==> src/rtl/count_pkg.sv <==
// rtl/count_pkg.sv - shared state encoding and sizes for the count sequencing controller
package count_pkg;

    typedef enum logic [1:0] {
        IDLE   = 2'd0,
        RUN    = 2'd1,
        PAUSE  = 2'd2,
        FINISH = 2'd3
    } state_t;

    localparam int MODULO = 10;
    localparam int PASS_W = 4;

endpackage

==> src/rtl/count_ctrl.sv <==
// rtl/count_ctrl.sv - pass sequencer for the modulo-10 counter (run/pause/abort/done)
// Optional feature macro: ALT_DIR_EN (alternate counting direction on every non-final pass)
module count_ctrl
    import count_pkg::*;
#(
    parameter int PASSES    = 4,
    parameter bit START_DIR = 1'b1
) (
    input  logic              CLK,
    input  logic              RSTn,
    input  logic              START,
    input  logic              STOP,
    input  logic              CNT_TC,
    output logic              CNT_ENABLE,
    output logic              CNT_UP_DOWN,
    output logic              BUSY,
    output logic              DONE,
    output logic              ABORTED,
    output logic [PASS_W-1:0] PASS_LEFT
);

    state_t            state, state_n;
    logic              enable_n, up_down_n, done_n, aborted_n;
    logic [PASS_W-1:0] pass_left_n;

    always_ff @(posedge CLK) begin
        if (!RSTn) begin
            state       <= IDLE;
            CNT_ENABLE  <= 1'b0;
            CNT_UP_DOWN <= START_DIR;
            BUSY        <= 1'b0;
            DONE        <= 1'b0;
            ABORTED     <= 1'b0;
            PASS_LEFT   <= '0;
        end else begin
            state       <= state_n;
            CNT_ENABLE  <= enable_n;
            CNT_UP_DOWN <= up_down_n;
            BUSY        <= (state_n == RUN) || (state_n == PAUSE);
            DONE        <= done_n;
            ABORTED     <= aborted_n;
            PASS_LEFT   <= pass_left_n;
        end
    end

    always_comb begin
        state_n     = state;
        enable_n    = CNT_ENABLE;
        up_down_n   = CNT_UP_DOWN;
        done_n      = 1'b0;
        aborted_n   = 1'b0;
        pass_left_n = PASS_LEFT;
        case (state)
            IDLE: begin
                if (START && !STOP) begin
                    state_n     = RUN;
                    pass_left_n = PASS_W'(PASSES);
                    up_down_n   = START_DIR;
                    enable_n    = 1'b1;
                end
            end
            RUN: begin
                if (CNT_TC && PASS_LEFT == PASS_W'(1)) begin
                    state_n     = FINISH;
                    enable_n    = 1'b0;
                    pass_left_n = '0;
                    done_n      = 1'b1;
                end else if (CNT_TC) begin
                    // A TC coinciding with STOP is still counted: the counter already stepped.
                    pass_left_n = (PASS_LEFT != '0) ? PASS_LEFT - PASS_W'(1) : '0;
`ifdef ALT_DIR_EN
                    up_down_n   = ~CNT_UP_DOWN;
`endif
                    if (STOP) begin
                        state_n  = PAUSE;
                        enable_n = 1'b0;
                    end
                end else if (STOP) begin
                    state_n  = PAUSE;
                    enable_n = 1'b0;
                end
            end
            PAUSE: begin
                if (STOP) begin
                    state_n     = IDLE;
                    aborted_n   = 1'b1;
                    pass_left_n = '0;
                    up_down_n   = START_DIR;
                end else if (START) begin
                    state_n  = RUN;
                    enable_n = 1'b1;
                end
            end
            default: begin
                state_n  = IDLE;
                enable_n = 1'b0;
            end
        endcase
    end

endmodule
==> config.mk <==
export PLATFORM = sky130hd
export DESIGN_NAME = count_ctrl
export DESIGN_NICKNAME = d
export VERILOG_FILES = /design/src/rtl/count_pkg.sv /design/src/rtl/count_ctrl.sv
export SDC_FILE = /design/constraint.sdc
export NUM_CORES = 1
export LEC_CHECK = 0
export ABC_AREA = 1
export CAP_MARGIN = 40
export CORE_AREA = 4 4 41 43
export CTS_CLUSTER_SIZE = 30
export DETAILED_ROUTE_END_ITERATION = 8
export DIE_AREA = 0 0 45 47
export GPL_TIMING_DRIVEN = 1
export PLACE_DENSITY = 0.85
export SYNTH_ARGS = -nofsm -noshare
export SYNTH_HDL_FRONTEND = slang
export SYNTH_SLANG_ARGS = --single-unit
==> constraint.sdc <==
create_clock -name CLK -period 3.4 [get_ports CLK]
set_input_delay 0.34 -clock CLK [delete_from_list [all_inputs] [get_ports CLK]]
set_output_delay 0.34 -clock CLK [all_outputs]
set_load 0.05 [all_outputs]
==> results of run 1 <==
power by group through the flow:
| stage | clock network, W | registers, W | logic (W) |
|---|---|---|---|
| 5_1_grt | 0.0000889 | 0.000136 | 0.000120 |
| 4_1_cts | 0.0000820 | 0.000135 | 0.000110 |
| 3_3_place_gp | 0 | 0.000137 | 0.000108 |
| 6_report | 0.0000787 | 0.000135 | 0.000110 |
| 2_1_floorplan | 0 | 0.000161 | 0.0000559 |
| 3_5_place_dp | 0 | 0.000137 | 0.000110 |
layer usage:
layer / up-vias / routed length, um
met5: - / 0
met4: 0 / 49
met3: 7 / 74
met2: 22 / 515
met1: 257 / 580
li1: 310 / -
logic make-up after synthesis:
logic type,share of synthesized area (%)
other,0.615
AOI/OAI and AO/OA,10.9
and+or+nand+nor,38.2
DFF,32.9
buffers and inverters,9.24
adders and majority gates,8.21
area by class of cell:
class | count | area, um2
Fill cell | 124 | 538
Multi-Input combinational cell | 65 | 353
Inverter | 13 | 48.8
Timing Repair Buffer | 12 | 120
Sequential cell | 10 | 200
Tap cell | 15 | 18.8
Clock buffer | 3 | 22.5
worst max-delay path by stage:
stage,start,to,slack [ns],cells after the start
5_1_grt,PASS_LEFT[1],PASS_LEFT[1],1.49,1
2_1_floorplan,PASS_LEFT[0],BUSY,1.93,9
3_3_place_gp,PASS_LEFT[2],PASS_LEFT[2],1.84,1
4_1_cts,PASS_LEFT[1],PASS_LEFT[1],1.53,1
6_report,PASS_LEFT[1],PASS_LEFT[1],1.54,1
3_5_place_dp,STOP,BUSY,1.82,11
Yosys cell counts, drive strengths merged:
library cell	instances	share of area, %
a21boi	1	1.2
a21oi	5	4.1
a22oi	1	1.2
a31oi	1	1.0
and3	1	1.0
buf	1	1.2
conb	1	0.62
dfxtp	10	33
ha	4	8.2
inv	13	8.0
nand2	25	17
nand3	6	7.4
nand4	1	1.0
nor2	13	10
nor3	2	1.6
o21ai	4	3.3
registers in the layout, indices dropped and copies added, names as in the netlist:
signal	flops
BUSY	1
PASS_LEFT	4
ABORTED	1
DONE	1
CNT_ENABLE	1
state	2
stage by stage:
stage               setup slack, ns  hold WS [ns]  cell area [um2]
floorplan                      1.93         0.454              609
global placement               1.84         0.454              741
detailed placement             1.82         0.462              741
CTS                            1.53         0.476              763
global route                   1.49         0.527              763
finish                         1.54         0.469              763
layout by cell type (no fill, tap or decap), drive strengths merged:
master         Yosys  routed
and3               1       1
clkdlybuf4s50      0      12
inv               13      13
a31oi              1       1
a22oi              1       1
nand2             25      25
nor2              13      13
nor3               2       2
a21boi             1       1
conb               1       1
nand4              1       1
o21ai              4       4
ha                 4       4
a21oi              5       5
dfxtp             10      10
nand3              6       6
clkbuf             0       3
==> flow_metrics.py, run 1 <==
metrics = {
    "sta": {
        "setup_viol": 0,
        "fin_worst_skew_ns": 0.00729,
        "clock.fmax_mhz": 537,
        "timing.slew.headroom_pct": 66.5,
        "finalCritPeriodShare_pct": 54.7,
        "period_needed_ns": 1.86,
        "rsz0062_at_grt": "no",
        "tns_ns": 0,
        "worst_pin_slew_ns": 0.501,
        "drv_slew": 0,
        "finalHoldViolCount": 0,
    },
    "routing": {
        "vias": 596,
        "wire_per_inst_um": 10.3,
        "totalWireLength_um": 1220,
        "antenna_left": 0,
        "dr.first_iter.drc_count": 17,
        "viasPerCell": 5.05,
        "drtPass1Iterations": 4,
        "drc": 0,
    },
    "global_routing": {
        "overflow": 0,
        "grt_use_met2_pct": 19.5,
        "grt_pass1_wl_um": 1990,
        "grt_pass1_vias": 533,
        "grt_util_met3_pct": 3.45,
        "grt_use_total_pct": 13.5,
        "grt_busiest_layer": "met2",
        "met1_usage_pct": 15.3,
        "grt_max_degree": 9,
        "antenna_found_initial": 0,
    },
    "critical_path": {
        "critPathArrivalTime_ns": 1.52,
        "r2r_end": "PASS_LEFT[1]",
        "cp_data_required_time_ns": 3.06,
        "reg2reg_slack_ns": 1.93,
        "crit_buf_inv": 1,
        "cpPeakStageDelay_ns": 0.84,
        "r2r-start": "state[0]",
        "r2r_cells": 7,
        "criticalPathCategory": "reg2out",
        "path_cells": "clkdlybuf4s50_1",
        "start_kind": "flip-flop",
        "end_kind": "output pin",
        "crit_fanout": 4,
        "path_delay_family": "buffers and inverters",
        "crit_slowest_cell": "clkdlybuf4s50_1",
    },
    "placed_design": {
        "io_buffers": 12,
        "dpl.hpwl_um": 957,
        "dp_cells": 115,
        "gp_congestion": 0.882,
    },
    "clock_tree": {
        "max-clock-path-buffers": 2,
        "clock-sinks": 10,
        "ctsHtreeMaxLevel": 1,
        "root_buffer": "clkbuf_4",
        "clk-insertion-delay-late_ns": 0.26,
        "tritoncts": "done",
        "numCtsBuffers": 3,
        "cts_hold_buf": 0,
        "clk_pin_slew_ns": 0.06,
        "post_cts.repair.setup_buffers": 0,
        "cts_resized": 0,
    },
    "die": {
        "start_util_pct": 46.8,
        "dieWidth_um": 45,
        "num_io_pins": 14,
        "rows": 13,
        "die_area_um2": 2120,
        "fp.dieH_um": 47,
        "core_um2": 1300,
    },
    "cells_and_area": {
        "area.growth.synth_to_final_pct": 25.3,
        "layout.nets": 114,
        "drive_above_1_share_pct": 14.6,
        "instances_no_fill": 118,
        "diodes": 0,
        "post-route-util_pct": 58.7,
    },
    "status": {
        "status": "completed",
    },
    "power_and_ir_drop": {
        "p_per_area_nw_per_um2": 424,
        "p_total_w": 0.000324,
        "p_sw_share_pct": 37.0,
        "switchingPower_w": 0.000120,
        "p_seq_share_pct": 41.6,
        "p_leak_nw": 0.358,
        "vdd_ir_drop_max_mv": 0.199,
        "intPower_w": 0.000204,
        "comb_power_share_pct": 34.1,
        "power_frac_clock_pct": 24.3,
    },
    "run": {
        "maxCapViolations": 0,
    },
    "worst_hold_path": {
        "worstHoldStart": "CNT_ENABLE",
        "hp-class": "reg2reg",
        "hold_depth": 2,
        "holdPathEnd": "CNT_ENABLE",
    },
    "synthesis": {
        "syn-num-nets": 98,
        "synth.distinct_cells": 22,
        "ys_ff_latch": 10,
        "avgSynthCellArea_um2": 6.85,
        "yosys_warnings": 0,
        "syn_area_um2": 609,
        "syn_inst": 89,
        "seq_area_frac_synth_pct": 32.9,
    },
}
Note: power is estimated with default switching activity, not from simulation.
==> run 2: changes to the inputs <==
--- a/config.mk
+++ b/config.mk
@@ -7,12 +7,12 @@
 export LEC_CHECK = 0
 export ABC_AREA = 1
 export CAP_MARGIN = 40
-export CORE_AREA = 4 4 41 43
+export CORE_MARGIN = 4
+export CORE_UTILIZATION = 47
 export CTS_CLUSTER_SIZE = 30
 export DETAILED_ROUTE_END_ITERATION = 8
-export DIE_AREA = 0 0 45 47
 export GPL_TIMING_DRIVEN = 1
-export PLACE_DENSITY = 0.85
+export PLACE_DENSITY = 0.87
 export SYNTH_ARGS = -nofsm -noshare
 export SYNTH_HDL_FRONTEND = slang
 export SYNTH_SLANG_ARGS = --single-unit
==> constraint.sdc (replaced) <==
create_clock -name CLK -period 1.9 [get_ports CLK]
set_input_delay 0.19 -clock CLK [delete_from_list [all_inputs] [get_ports CLK]]
set_output_delay 0.19 -clock CLK [all_outputs]
set_load 0.05 [all_outputs]
==> flow_metrics.py, run 2 (synthesis gave the netlist of run 1 again) <==
metrics = {
    "status": {
        "status": "completed",
    },
    "clock_tree": {
        "cts_resized": 0,
        "clk-insertion-delay-late_ns": 0.26,
        "ctsHtreeMaxLevel": 1,
        "tritoncts": "done",
        "numCtsBuffers": 3,
        "clock-sinks": 10,
        "max-clock-path-buffers": 2,
        "root_buffer": "clkbuf_4",
        "clk_pin_slew_ns": 0.06,
        "cts_hold_buf": 0,
        "post_cts.repair.setup_buffers": 0,
    },
    "sta": {
        "tns_ns": 0,
        "finalHoldWorstSlack_ns": 0.473,
        "finalCritPeriodShare_pct": 89.8,
        "setup_viol": 0,
        "finalHoldViolCount": 0,
        "fin_worst_skew_ns": 0.00167,
        "rsz0062_at_grt": "no",
        "clock.fmax_mhz": 586,
        "drv_slew": 0,
        "fin_ws_ns": 0.193,
        "period_needed_ns": 1.71,
    },
    "power_and_ir_drop": {
        "comb_power_share_pct": 33.8,
        "p_per_area_nw_per_um2": 764,
        "p_seq_share_pct": 41.4,
        "intPower_w": 0.000365,
        "vdd_ir_drop_max_mv": 0.393,
        "p_total_w": 0.000582,
        "switchingPower_w": 0.000218,
        "p_sw_share_pct": 37.4,
        "p_leak_nw": 0.358,
        "power_frac_clock_pct": 24.9,
    },
    "critical_path": {
        "path_cells": "clkdlybuf4s50_1",
        "r2r_end": "PASS_LEFT[1]",
        "r2r_cells": 7,
        "r2r-start": "state[0]",
        "start_kind": "flip-flop",
        "crit_slowest_cell": "clkdlybuf4s50_1",
        "critPathArrivalTime_ns": 1.52,
        "path_delay_family": "buffers and inverters",
        "end_kind": "output pin",
        "crit_fanout": 4,
        "crit_buf_inv": 1,
        "criticalPathCategory": "reg2out",
        "cpPeakStageDelay_ns": 0.84,
        "reg2reg_slack_ns": 0.41,
        "cp_data_required_time_ns": 1.71,
    },
    "global_routing": {
        "grt_pass1_vias": 538,
        "antenna_found_initial": 0,
        "grt_use_total_pct": 14.0,
        "grt_max_degree": 9,
        "grt_pass1_wl_um": 2090,
        "overflow": 0,
    },
    "routing": {
        "met1Wirelength_um": 590,
        "highest_layer": "met4",
        "drc": 0,
        "antenna_left": 0,
        "wire_per_inst_um": 10.6,
        "drtPass1Iterations": 4,
        "dr.first_iter.drc_count": 20,
        "totalWireLength_um": 1240,
        "viasPerCell": 5.10,
        "vias": 597,
        "route.met3.wl_um": 99,
        "wl_met2_um": 529,
    },
    "die": {
        "die_area_um2": 1940,
        "start_util_pct": 52.7,
        "fp.dieH_um": 44.0,
        "num_io_pins": 14,
        "core_um2": 1160,
        "dieWidth_um": 44.0,
        "rows": 12,
    },
    "placed_design": {
        "dpl_worst_slack_ns": 0.450,
        "gp_congestion": 0.813,
        "dpl_cell_area_um2": 739,
        "io_buffers": 12,
        "dpl.hpwl_um": 927,
    },
    "cells_and_area": {
        "top_regs": "PASS_LEFT: 4 flops, state: 2 flops",
        "diodes": 0,
        "nFillCells": 104,
        "drive_above_1_share_pct": 14.6,
        "final_common_cell": "nand2_1",
        "top_register": "PASS_LEFT",
        "layout_common_cells": "nand2_1 (21), clkdlybuf4s50_1 (12), inv_1 (11)",
        "largest_reg_flops": 4,
        "design_area_um2": 762,
        "layout.nets": 114,
        "area.growth.synth_to_final_pct": 25.1,
    },
    "worst_hold_path": {
        "holdPathEnd": "CNT_ENABLE",
        "hp-class": "reg2reg",
        "worstHoldStart": "CNT_ENABLE",
        "hold_depth": 2,
    },
    "run": {
        "maxCapViolations": 0,
    },
}
run 2: worst min-delay path: cells and delay by family (launching register included):
kind / cells / cell delay, ns
DFF: 1 / 0.32
and+or+nand+nor: 2 / 0.12
run 2: cell type report:
type | count | area [um2] | share of cell area (%)
well taps | 14 | 17.5 | 2.30
inverters | 13 | 48.8 | 6.40
multi-input cells | 65 | 353 | 46.3
flip-flops and latches | 10 | 200 | 26.3
repair buffers | 12 | 120 | 15.8
clock buffers | 3 | 22.5 | 2.96
run 2: power by group through the flow:
| stage | Combinational [W] | Sequential [W] | Clock [W] |
|---|---|---|---|
| final | 0.000197 | 0.000241 | 0.000145 |
| after global routing | 0.000213 | 0.000243 | 0.000162 |
| after global placement | 0.000193 | 0.000245 | 0 |
| after floorplan | 0.000100 | 0.000287 | 0 |
| after CTS | 0.000196 | 0.000241 | 0.000148 |
| after detailed placement | 0.000195 | 0.000245 | 0 |
run 2: worst max path at each step:
stage	from	to	cells after the start
2_1_floorplan	PASS_LEFT[0]	BUSY	9
3_3_place_gp	STOP	BUSY	11
3_5_place_dp	STOP	BUSY	11
4_1_cts	PASS_LEFT[1]	PASS_LEFT[1]	1
5_1_grt	PASS_LEFT[1]	PASS_LEFT[1]	1
6_report	PASS_LEFT[1]	PASS_LEFT[1]	1
run 2: routing by layer:
layer,global-route usage (%),up-vias
met1,16.1,257
met5,0,-
li1,-,312
met2,24.4,24
met4,5.42,0
met3,3.73,4
run 2: through the flow:
step,utilization (%),instances
after floorplan,-,89
after global placement,64.0,114
after detailed placement,64.0,114
after CTS,65.9,117
after global routing,65.9,117
final,65.9,117
